==> config.mk <==
export PLATFORM = sky130hd
export DESIGN_NAME = hazard_unit
export DESIGN_NICKNAME = d
export VERILOG_FILES = /design/src/rtl/hazard_pkg.sv /design/src/rtl/hazard_unit_fwd_sel.sv /design/src/rtl/hazard_unit.sv
export SDC_FILE = /design/constraint.sdc
export NUM_CORES = 1
export LEC_CHECK = 0
export ABC_CLOCK_PERIOD_IN_PS = 1500
export CORE_MARGIN = 3
export CORE_UTILIZATION = 55
export CTS_BUF_LIST = sky130_fd_sc_hd__clkbuf_16
export DETAILED_ROUTE_END_ITERATION = 8
export DONT_BUFFER_PORTS = 1
export PLACE_DENSITY = 0.75
export RECOVER_POWER = 50
export SYNTH_ARGS = -nofsm -noshare
export SYNTH_HDL_FRONTEND = slang
export SYNTH_SLANG_ARGS = --single-unit
==> constraint.sdc <==
create_clock -name clk -period 1.5 [get_ports clk]
set_input_delay 0.225 -clock clk [delete_from_list [all_inputs] [get_ports clk]]
set_output_delay 0.225 -clock clk [all_outputs]
set_load 0.01 [all_outputs]
==> src/rtl/hazard_pkg.sv <==
// Shared types and defaults for the pipeline hazard controller.
package hazard_pkg;

  typedef enum logic [1:0] {
    FWD_NONE = 2'b00,
    FWD_WB   = 2'b01,
    FWD_MEM  = 2'b10
  } fwd_sel_t;

  typedef enum logic [1:0] {
    RUN    = 2'b00,
    FREEZE = 2'b01,
    ERROR  = 2'b10
  } hz_state_t;

  localparam int DEFAULT_MAX_WAIT = 16;

  // A later stage can supply rs only if it really writes a non-x0 register.
  function automatic logic reg_hit(input logic we, input logic [4:0] rd, input logic [4:0] rs);
    return we && (rd != 5'd0) && (rd == rs);
  endfunction

endpackage

==> src/rtl/hazard_unit_fwd_sel.sv <==
// Execute-stage operand forwarding select; the memory stage wins over writeback.
import hazard_pkg::*;

module fwd_sel (
  input  logic [4:0] rs,
  input  logic [4:0] rd_m,
  input  logic       reg_write_m,
  input  logic [4:0] rd_w,
  input  logic       reg_write_w,
  output fwd_sel_t   sel
);

  always_comb begin
    sel = FWD_NONE;
    if (reg_hit(reg_write_m, rd_m, rs))
      sel = FWD_MEM;
    else if (reg_hit(reg_write_w, rd_w, rs))
      sel = FWD_WB;
  end

endmodule

==> src/rtl/hazard_unit.sv <==
// Pipeline hazard controller: stall/flush decode, memory-busy freeze with watchdog, forwarding.
// Optional performance counters are built when HAZARD_PERF_EN is defined.
import hazard_pkg::*;

module hazard_unit #(
  parameter int MAX_WAIT  = DEFAULT_MAX_WAIT,
  parameter int CNT_WIDTH = 32
) (
  input  logic       clk,
  input  logic       rst_n,
  input  logic [4:0] rs1_d,
  input  logic [4:0] rs2_d,
  input  logic [4:0] rs1_e,
  input  logic [4:0] rs2_e,
  input  logic [4:0] destinationReg_e,
  input  logic       memRead_e,
  input  logic       pcSrc_e,
  input  logic [4:0] destinationReg_m,
  input  logic       regWrite_m,
  input  logic [4:0] destinationReg_w,
  input  logic       regWrite_w,
  input  logic       memBusy_m,
  output logic       stall_f,
  output logic       stall_d,
  output logic       stall_e,
  output logic       stall_m,
  output logic       flush_d,
  output logic       flush_e,
  output logic       flush_w,
  output logic [1:0] forwardA_e,
  output logic [1:0] forwardB_e,
  output logic       hazard_err
`ifdef HAZARD_PERF_EN
  ,
  output logic [CNT_WIDTH-1:0] perf_stall_cnt,
  output logic [CNT_WIDTH-1:0] perf_flush_cnt,
  output logic [CNT_WIDTH-1:0] perf_freeze_cnt
`endif
);

  localparam int WCNT_W = $clog2(MAX_WAIT + 1);

  hz_state_t         state, state_nxt;
  logic [WCNT_W-1:0] wait_cnt, wait_cnt_nxt;
  logic              load_use, freeze, redirect_do, stall_do;
  fwd_sel_t          fwd_a, fwd_b;

  fwd_sel u_fwd_a (
    .rs(rs1_e), .rd_m(destinationReg_m), .reg_write_m(regWrite_m),
    .rd_w(destinationReg_w), .reg_write_w(regWrite_w), .sel(fwd_a)
  );

  fwd_sel u_fwd_b (
    .rs(rs2_e), .rd_m(destinationReg_m), .reg_write_m(regWrite_m),
    .rd_w(destinationReg_w), .reg_write_w(regWrite_w), .sel(fwd_b)
  );

  assign load_use = memRead_e && (destinationReg_e != 5'd0) &&
                    ((destinationReg_e == rs1_d) || (destinationReg_e == rs2_d));

  // Priority: freeze > redirect > load-use. A non-busy FREEZE cycle decodes as RUN.
  assign freeze      = (state == ERROR) || memBusy_m;
  assign redirect_do = !freeze && pcSrc_e;
  assign stall_do    = !freeze && !pcSrc_e && load_use;

  always_comb begin
    state_nxt    = state;
    wait_cnt_nxt = wait_cnt;
    case (state)
      RUN: begin
        if (memBusy_m) begin
          state_nxt    = FREEZE;
          wait_cnt_nxt = WCNT_W'(1);
        end
      end
      FREEZE: begin
        if (!memBusy_m) begin
          state_nxt    = RUN;
          wait_cnt_nxt = '0;
        end else if (wait_cnt == WCNT_W'(MAX_WAIT)) begin
          state_nxt = ERROR;
        end else begin
          wait_cnt_nxt = wait_cnt + WCNT_W'(1);
        end
      end
      ERROR: state_nxt = ERROR;
      default: begin
        state_nxt    = RUN;
        wait_cnt_nxt = '0;
      end
    endcase
  end

  always_ff @(posedge clk or negedge rst_n) begin
    if (!rst_n) begin
      state    <= RUN;
      wait_cnt <= '0;
    end else begin
      state    <= state_nxt;
      wait_cnt <= wait_cnt_nxt;
    end
  end

  // Reset drives bubbles into every stage and blocks forwarding.
  always_comb begin
    stall_f    = rst_n && (freeze || stall_do);
    stall_d    = rst_n && (freeze || stall_do);
    stall_e    = rst_n && freeze;
    stall_m    = rst_n && freeze;
    flush_d    = !rst_n || redirect_do;
    flush_e    = !rst_n || redirect_do || stall_do;
    flush_w    = !rst_n || freeze;
    forwardA_e = rst_n ? fwd_a : FWD_NONE;
    forwardB_e = rst_n ? fwd_b : FWD_NONE;
    hazard_err = (state == ERROR);
  end

`ifdef HAZARD_PERF_EN
  always_ff @(posedge clk or negedge rst_n) begin
    if (!rst_n) begin
      perf_stall_cnt  <= '0;
      perf_flush_cnt  <= '0;
      perf_freeze_cnt <= '0;
    end else begin
      if (stall_do && !(&perf_stall_cnt))
        perf_stall_cnt <= perf_stall_cnt + 1'b1;
      if (redirect_do && !(&perf_flush_cnt))
        perf_flush_cnt <= perf_flush_cnt + 1'b1;
      if (freeze && !(&perf_freeze_cnt))
        perf_freeze_cnt <= perf_freeze_cnt + 1'b1;
    end
  end
`else
  // Counter width only matters when the counters are built.
  logic unused_cnt_width;
  assign unused_cnt_width = |CNT_WIDTH;
`endif

endmodule

==> run_results.csv, run 1 <==
group,metric,value,unit
status,outcome,"finished, violations left",
status,violations,"negative setup slack",
critical_path,critical-path-top-delay-family,"compound AO/OA/AOI/OAI gates",
place,io_buffers,0,
timing,tightest_slew,0.377,ns
grt,grt_use_total,23.1,%
timing,finalCritPeriodShare,104,%
synth,seq_area_frac_synth,20.5,%
clock_network,cts_buffer_depth,2,
critical_path,cpPeakStageDelay,0.42,ns
synth,syn_nets,147,
critical_path,critPathBufInv,1,
grt,grt-ovfl-total,0,
final_layout,layout.cells.non_filler,125,
timing,layout_setup_ws,-0.0554,ns
critical_path,worstPathMaxFanout,3,
final_layout,drive_gt1_share,23.6,%
clock_network,numCtsBuffers,3,
routing,ant_nets,0,
grt,grt_pass1_wl,3.43,mm
grt,grt_max_degree,10,
final_layout,final_common_cell,"xor2_1",
job,drv_cap,0,
critical_path,crit_chain,"xor2_1 -> nor3_1 -> a22oi_2 -> o41ai_2 -> buf_4",
grt,first_global_vias,798,
critical_path,start_kind,"input pin",
clock_network,clk_latency,0.23,ns
synth,ys_warn_count,0,
timing,drv_slew,0,
critical_path,critPathKind,"input pin to output pin",
floorplanning,rows,13,
pwr,ir_drop,0.806,mV
clock_network,clock_sinks,7,
synth,synth_seq_cells,7,
grt,antenna_found_initial,0,
floorplanning,initial_core_util,61.7,%
timing,setup_viol,2,
final_layout,n_antenna_cell,0,
timing,rsz0062_at_grt,"yes",
synth,syn_avg_cell_area,8.28,um2
floorplanning,core_area,1380,um2
floorplanning,ioPinCount,54,
final_layout,fill_cells,104,
critical_path,arrival,1.33,ns
routing,drc,0,
timing,slew_headroom,74.6,%
routing,avgRoutedWirePerCell,19.0,um
place,pre_cts_slack,-0.0628,ns
routing,vias,787,
synth,synthCells,103,
floorplanning,die_width,45.4,um
timing,fin_skew,0.00320,ns
routing,detail_route.vias_per_cell,6.30,
critical_path,r2r_cells,6,
routing,drt-initial-drc-count,14,
clock_network,cts_tree,"built",
hold_path,holdPathStages,3,
place,dp_hpwl,1.75,mm
timing,hold_viol,0,
floorplanning,die_y,45.4,um
routing,dr.pass1.iters,4,
pwr,power_density,787,nW/um2
critical_path,cp.required,1.27,ns
floorplanning,die_area,2060,um2
synth,ys_types,30,
critical_path,critPathSlowestCell,"o41ai_2",
final_layout,syn2layout_area_growth,26.1,%
critical_path,cp.depth,5,
hold_path,hold_class,"input pin to flop",
final_layout,final_net_count,155,
place,place.gp.congestion,0.803,
final_layout,final_cell_mix,"24 x xor2_1, 8 x nand2_1, 7 x dfrtp_1",
clock_network,htreeDepth,1,
synth,synthesis.area,853,um2
pwr,p_leak,0.000425,uW
routing,routed_wl,2.38,mm
timing,min_period,1.56,ns
clock_network,clockRootBuffer,"clkbuf_16",
timing,timing.fmax,643,MHz
clock_network,cts.clk_slew.worst_paths,0.03,ns
critical_path,critPathCaptureType,"output pin",
place,dp.cells,118,
## area by class of cell
| type | count | area, um2 | share of cell area [%] |
|---|---|---|---|
| flip-flops and latches | 7 | 175 | 16.3 |
| well taps | 15 | 18.8 | 1.74 |
| multi-input cells | 88 | 737 | 68.5 |
| clock inverters | 1 | 3.75 | 0.349 |
| repair buffers | 6 | 47.5 | 4.42 |
| inverters | 5 | 18.8 | 1.74 |
| clock buffers | 3 | 75.1 | 6.98 |
## flip-flops by register name, summed over array words and instances, names as in the netlist
name,flops
state,2
wait_cnt,5
## final timing paths
| path | start | endpoint | slack (ns) |
|---|---|---|---|
| setup / recovery | destinationReg_e[1] | stall_f | -0.06 |
| hold / removal | memBusy_m | wait_cnt[0]$_DFFE_PN0P_ | 0.32 |
| setup reg to reg | wait_cnt[1]$_DFFE_PN0P_ | wait_cnt[2]$_DFFE_PN0P_ | 0.12 |
| hold reg to reg | state[1]$_DFFE_PN0P_ | state[1]$_DFFE_PN0P_ | 0.59 |
| max in group asynchronous | rst_n | state[0]$_DFFE_PN0P_ | 0.91 |
| min in group asynchronous | rst_n | wait_cnt[1]$_DFFE_PN0P_ | 0.33 |
## layer usage
metal | up-vias | track usage (%) | wire length [um]
met5 | - | 0 | 0
met4 | 0 | 7.02 | 32
met3 | 7 | 5.14 | 191
met2 | 39 | 44.8 | 1350
met1 | 368 | 24.0 | 811
li1 | 373 | - | -
## Yosys cell counts
cell type	number	area, um2
nand4bb_1	1	11.3
nor2_1	4	15.0
nand4_1	1	6.26
nor4_2	2	25.0
buf_4	2	15.0
xnor2_1	6	52.6
clkbuf_1	1	3.75
nor2b_1	1	6.26
and2_2	2	15.0
nand3b_1	1	7.51
o22ai_1	2	12.5
a22oi_1	1	7.51
o311ai_0	1	8.76
nor3_1	2	10.0
o21ai_0	7	35.0
a21oi_1	2	10.0
mux2_2	1	11.3
xor2_1	26	228
o41ai_1	1	8.76
nand2b_1	3	18.8
ha_1	2	25.0
o211ai_1	1	7.51
dfrtp_1	7	175
or4_1	5	37.5
o21ai_2	1	8.76
nor4bb_1	1	10.0
inv_1	5	18.8
nand3_1	4	20.0
nand2_1	8	30.0
nor4_1	2	12.5
## tightest hold or removal path: cells and delay by family
family / cells / cell delay, ns
AND/OR/NAND/NOR: 1 / 0.14
AO/OA/AOI/OAI: 2 / 0.15
## per-stage QoR
step | setup TNS (ns) | cell area [um2] | hold WS, ns | total power, uW | utilization, %
3_5_place_dp | -0.135 | 908 | -0.0702 | 371 | 65.7
4_1_cts | -0.0615 | 1010 | 0.310 | 832 | 73.1
2_1_floorplan | -0.00170 | 886 | -0.0706 | 345 | -
3_3_place_gp | -0.0497 | 908 | -0.0702 | 365 | 65.7
5_1_grt | -0.355 | 1080 | 0.338 | 882 | 77.8
6_report | -0.111 | 1080 | 0.320 | 847 | 77.8
## report_power, final
group	switching, uW	total [uW]	internal [uW]
logic	95.7	189	93.3
clock network	102	449	347
registers	9.95	210	200
## cell families after synthesis
logic type | Yosys count | share of synthesized area (%)
simple gates | 37 | 26.4
xor+xnor | 32 | 32.8
compound gates | 16 | 11.6
buf+inv | 8 | 4.40
flops | 7 | 20.5
fa+ha+maj | 2 | 2.93
mux | 1 | 1.32
## repair_timing
item                                    CTS  global route
endpoints found under the setup margin    5             7
pin swaps                                 2             7
hold buffers                              1             0
setup buffers                             0             2
hold endpoints to repair                  7             0
gates resized for setup                   3            10
(Power assumes the default switching activity.)
==> run 2, diff against run 1 <==
Settings changed: SKIP_CTS_REPAIR_TIMING set to 1.
==> run_results.csv, run 2 (synthesized netlist as in run 1, its figures left out) <==
group,metric,value,unit
place,dp_hpwl,1.75,mm
critical_path,rr_startpoint,"wait_cnt[1]$_DFFE_PN0P_",
final_layout,regMostFlops,"wait_cnt",
timing,layout_setup_ws,-0.0769,ns
critical_path,critPathBufInv,0,
floorplanning,ioPinCount,54,
timing,drv_slew,0,
floorplanning,die_width,45.4,um
pwr,power_density,792,nW/um2
floorplanning,die_y,45.4,um
final_layout,final_net_count,155,
clock_network,clk_latency,0.23,ns
critical_path,critPathSlowestCell,"or4_4",
floorplanning,die_area,2060,um2
routing,ant_nets,0,
floorplanning,rows,13,
place,place.gp.congestion,0.803,
critical_path,r2r_cells,6,
final_layout,final_cell_mix,"26 x xor2_1, 8 x nand2_1, 7 x dfrtp_1",
routing,vias,785,
critical_path,critical-path-top-delay-family,"simple AND/OR/NAND/NOR gates",
clock_network,numCtsBuffers,3,
final_layout,n_antenna_cell,0,
final_layout,top_regs,"wait_cnt (5), state (2)",
critical_path,cpPeakStageDelay,0.52,ns
timing,fin_skew,0.00505,ns
job,drv_cap,0,
clock_network,clockRootBuffer,"clkbuf_16",
clock_network,cts_tree,"built",
timing,tightest_slew,0.548,ns
clock_network,clock_sinks,7,
timing,min_period,1.58,ns
grt,use_met1,22.0,%
timing,timing.fmax,634,MHz
critical_path,start_kind,"input pin",
grt,grt.busiest_layer,"met2",
grt,use_met2,42.6,%
clock_network,cts_buffer_depth,2,
place,io_buffers,0,
critical_path,r2r-end,"wait_cnt[2]$_DFFE_PN0P_",
floorplanning,initial_core_util,61.7,%
grt,grt_max_degree,16,
grt,grt-ovfl-total,0,
place,post_dp_cell_area,908,um2
routing,detail_route.vias_per_cell,6.28,
timing,setup_viol,3,
status,outcome,"finished, violations left",
grt,antenna_found_initial,0,
timing,finalCritPeriodShare,105,%
timing,holdWs,0.318,ns
critical_path,critPathKind,"input pin to output pin",
pwr,p_leak,0.000423,uW
final_layout,fin_util,77.5,%
final_layout,layout.cells.non_filler,125,
critical_path,critPathCaptureType,"output pin",
timing,slew_headroom,63.1,%
critical_path,r2r_slack,0.13,ns
grt,grt_pass1_wl,3.33,mm
final_layout,drive_gt1_share,20.9,%
routing,avgRoutedWirePerCell,19.0,um
hold_path,hold_class,"input pin to async pin",
critical_path,cpMostUsedCell,"nor4_4",
routing,dr.pass1.iters,4,
grt,grt_util_met3,5.14,%
final_layout,largest_register_ffs,5,
clock_network,cts.clk_slew.worst_paths,0.04,ns
critical_path,arrival,1.35,ns
pwr,ir_drop,0.756,mV
timing,hold_viol,0,
status,violations,"negative setup slack",
critical_path,cp.required,1.27,ns
timing,rsz0062_at_grt,"yes",
routing,drt-initial-drc-count,9,
critical_path,worstPathMaxFanout,3,
grt,grt_use_total,22.4,%
floorplanning,core_area,1380,um2
routing,drc,0,
final_layout,final_common_cell,"xor2_1",
clock_network,htreeDepth,1,
final_layout,fin_area,1070,um2
final_layout,syn2layout_area_growth,25.5,%
place,dp.cells,118,
grt,first_global_vias,802,
critical_path,crit_chain,"or4_4 -> o21ai_4 -> nor4_4 -> nor4_4",
routing,routed_wl,2.37,mm
[run 2: final cells by class]
cell class / instances / area, um2
inverters: 5 / 18.8
clock inverters: 1 / 3.75
repair buffers: 6 / 43.8
multi-input cells: 88 / 736
well taps: 15 / 18.8
clock buffers: 3 / 75.1
fillers: 104 / 312
flip-flops and latches: 7 / 175
[run 2: worst max-delay path by stage]
stage | startpoint | to | slack (ns) | cells after the start
2_1_floorplan | destinationReg_e[2] | stall_f | -0.002 | 5
3_3_place_gp | destinationReg_w[3] | forwardA_e[0] | -0.03 | 4
3_5_place_dp | destinationReg_w[3] | forwardB_e[0] | -0.06 | 4
4_1_cts | destinationReg_w[3] | forwardB_e[0] | -0.06 | 4
5_1_grt | destinationReg_m[1] | forwardA_e[0] | -0.10 | 4
6_report | destinationReg_m[1] | forwardA_e[0] | -0.08 | 4
[run 2: stage by stage]
stage | setup slack [ns] | TNS, ns | power, uW
after floorplan | -0.00170 | -0.00170 | 345
after global placement | -0.0314 | -0.0497 | 365
after detailed placement | -0.0628 | -0.135 | 371
after CTS | -0.0628 | -0.189 | 822
after global routing | -0.103 | -0.292 | 879
final | -0.0769 | -0.0853 | 848
[run 2: report_power, final]
part	total, uW	switching [uW]	internal, uW
sequential	209	9.35	200
clock	452	105	347
combinational	187	98.4	88.4
[run 2: layer usage]
layer,vias up,wire length (um)
met3,7,172
met1,367,791
met2,37,1360
met4,0,48
met5,-,0
li1,374,-
==> run 3, diff against run 2 <==
Settings changed: CAP_MARGIN set to 30, CORE_UTILIZATION 55 to 36, DONT_BUFFER_PORTS 1 to unset, PLACE_DENSITY 0.75 to 0.84, REMOVE_ABC_BUFFERS set to 1.
==> run_results.csv, run 3 (synthesized netlist as in run 1, its figures left out) <==
group,metric,value,unit
status,outcome,"finished, violations left",
status,violations,"negative setup slack",
clock_network,cts_tree,"built",
critical_path,crit_start,"destinationReg_w[3]",
clock_network,clk_latency,0.23,ns
pwr,power_density,581,nW/um2
final_layout,largest_register_ffs,5,
grt,grt_max_degree,10,
critical_path,cp.required,1.27,ns
final_layout,syn2layout_area_growth,115,%
final_layout,regMostFlops,"wait_cnt",
place,io_buffers,53,
final_layout,final_common_cell,"dlymetal6s2s_1",
timing,slew_headroom,72.4,%
routing,drc,0,
pwr,power_frac_seq,19.6,%
floorplanning,die_area,2990,um2
place,dp_hpwl,2.59,mm
place,pre_cts_slack,-1.07,ns
critical_path,critPathKind,"input pin to output pin",
pwr,fin_total_pwr,1060,uW
timing,hold_viol,0,
grt,antenna_found_initial,1,
timing,fin_skew,0.00118,ns
clock_network,clock_sinks,7,
floorplanning,core_area,2230,um2
final_layout,final_net_count,224,
floorplanning,die_width,54.7,um
routing,routed_wl,3.82,mm
final_layout,final_cell_mix,"27 x dlymetal6s2s_1, 20 x xor2_1, 18 x buf_4",
final_layout,fill_cells,131,
critical_path,crit_chain,"dlymetal6s2s_1 -> buf_4 -> xor2_1 -> or4_1 -> nor4_2 -> buf_2",
critical_path,arrival,1.58,ns
critical_path,critPathSlowestCell,"or4_1",
routing,detail_route.vias_per_cell,5.35,
timing,tightest_slew,0.413,ns
pwr,switchingPower,303,uW
pwr,p_comb_share,37.1,%
grt,first_global_vias,1042,
timing,finalCritPeriodShare,121,%
floorplanning,ioPinCount,54,
clock_network,cts.clk_slew.worst_paths,0.04,ns
timing,holdWs,0.147,ns
clock_network,htreeDepth,1,
critical_path,cpPeakStageDelay,0.56,ns
pwr,clkPwrFrac,43.3,%
routing,drt-initial-drc-count,17,
final_layout,top_regs,"wait_cnt (5), state (2)",
floorplanning,initial_core_util,38.2,%
clock_network,cts_buffer_depth,2,
grt,grt-ovfl-total,0,
routing,vias,1112,
routing,ant_nets,0,
job,drv_cap,0,
pwr,internal_power,761,uW
place,place.gp.congestion,0.815,
critical_path,start_kind,"input pin",
clock_network,clockRootBuffer,"clkbuf_16",
clock_network,numCtsBuffers,3,
floorplanning,rows,17,
pwr,switching_share,28.5,%
pwr,ir_drop,0.785,mV
timing,min_period,1.81,ns
hold_path,hold_class,"input pin to async pin",
timing,setup_viol,9,
pwr,p_leak,0.00101,uW
final_layout,drive_gt1_share,41.9,%
floorplanning,die_y,54.7,um
critical_path,worstPathMaxFanout,2,
timing,drv_slew,0,
final_layout,fin_util,82.0,%
timing,rsz0062_at_grt,"yes",
timing,timing.fmax,553,MHz
critical_path,critPathCaptureType,"output pin",
grt,grt_pass1_wl,4.46,mm
timing,layout_setup_ws,-0.308,ns
grt,grt_use_total,20.9,%
critical_path,rr_startpoint,"wait_cnt[1]$_DFFE_PN0P_",
routing,dr.pass1.iters,4,
routing,avgRoutedWirePerCell,18.3,um
==> run 3: cell count changes in the layout (fill, tap and decap cells not counted), sizes merged <==
cell / before / now
buf: 4 / 30
inv: 6 / 5
clkbuf: 4 / 17
clkinv: 0 / 1
dlygate4sd3: 1 / 0
clkdlybuf4s50: 0 / 4
dlymetal6s2s: 0 / 27
diode: 0 / 1
==> run 3: path summary, 6_finish.rpt <==
check / slack, ns / end / cells after the start
max in group asynchronous: 0.98 / wait_cnt[4]$_DFFE_PN0P_ / 2
min reg2reg: 0.59 / state[1]$_DFFE_PN0P_ / 2
max reg2reg: 0.03 / wait_cnt[0]$_DFFE_PN0P_ / 6
min in group clk: 0.57 / state[0]$_DFFE_PN0P_ / 4
max: -0.31 / forwardB_e[0] / 6
min: 0.15 / wait_cnt[2]$_DFFE_PN0P_ / 2
==> run 3: through the flow <==
stage / cell area, um2 / instances / setup TNS, ns
floorplan: 835 / 100 / -0.436
global placement: 1560 / 202 / -7.73
detailed placement: 1560 / 202 / -8.42
CTS: 1640 / 206 / -8.84
global route: 1830 / 208 / -2.25
finish: 1830 / 208 / -1.71
==> run 3: critical path, delay by kind of cell <==
kind / cells / cell delay, ns
AND/OR/NAND/NOR: 2 / 0.78
buffers and inverters: 3 / 0.44
XOR/XNOR: 1 / 0.15
==> run 3: per-layer routing <==
layer  vias to the layer above  part of all wire, %  track usage (%)
li1                        513                    -                -
met1                       531                   38             26.9
met2                        60                   51             34.1
met3                         8                  9.0             4.09
met4                         0                  1.9             8.30
met5                         -                    0                0
==> run 3: final cells by class <==
type	instances	area [um2]	area share, %
Multi-Input combinational cell	88	827	45.2
Timing Repair Buffer	75	692	37.8
Sequential cell	7	175	9.57
Clock buffer	3	75.1	4.10
Tap cell	28	35.0	1.91
Inverter	5	18.8	1.03
Clock inverter	1	5.00	0.273
Antenna cell	1	2.50	0.137
==> run 3: power by group through the flow <==
stage	registers (uW)	clock network, uW	logic [uW]
6_report	209	460	394
3_3_place_gp	209	0	343
2_1_floorplan	211	0	119
5_1_grt	210	465	425
4_1_cts	207	464	357
3_5_place_dp	209	0	355
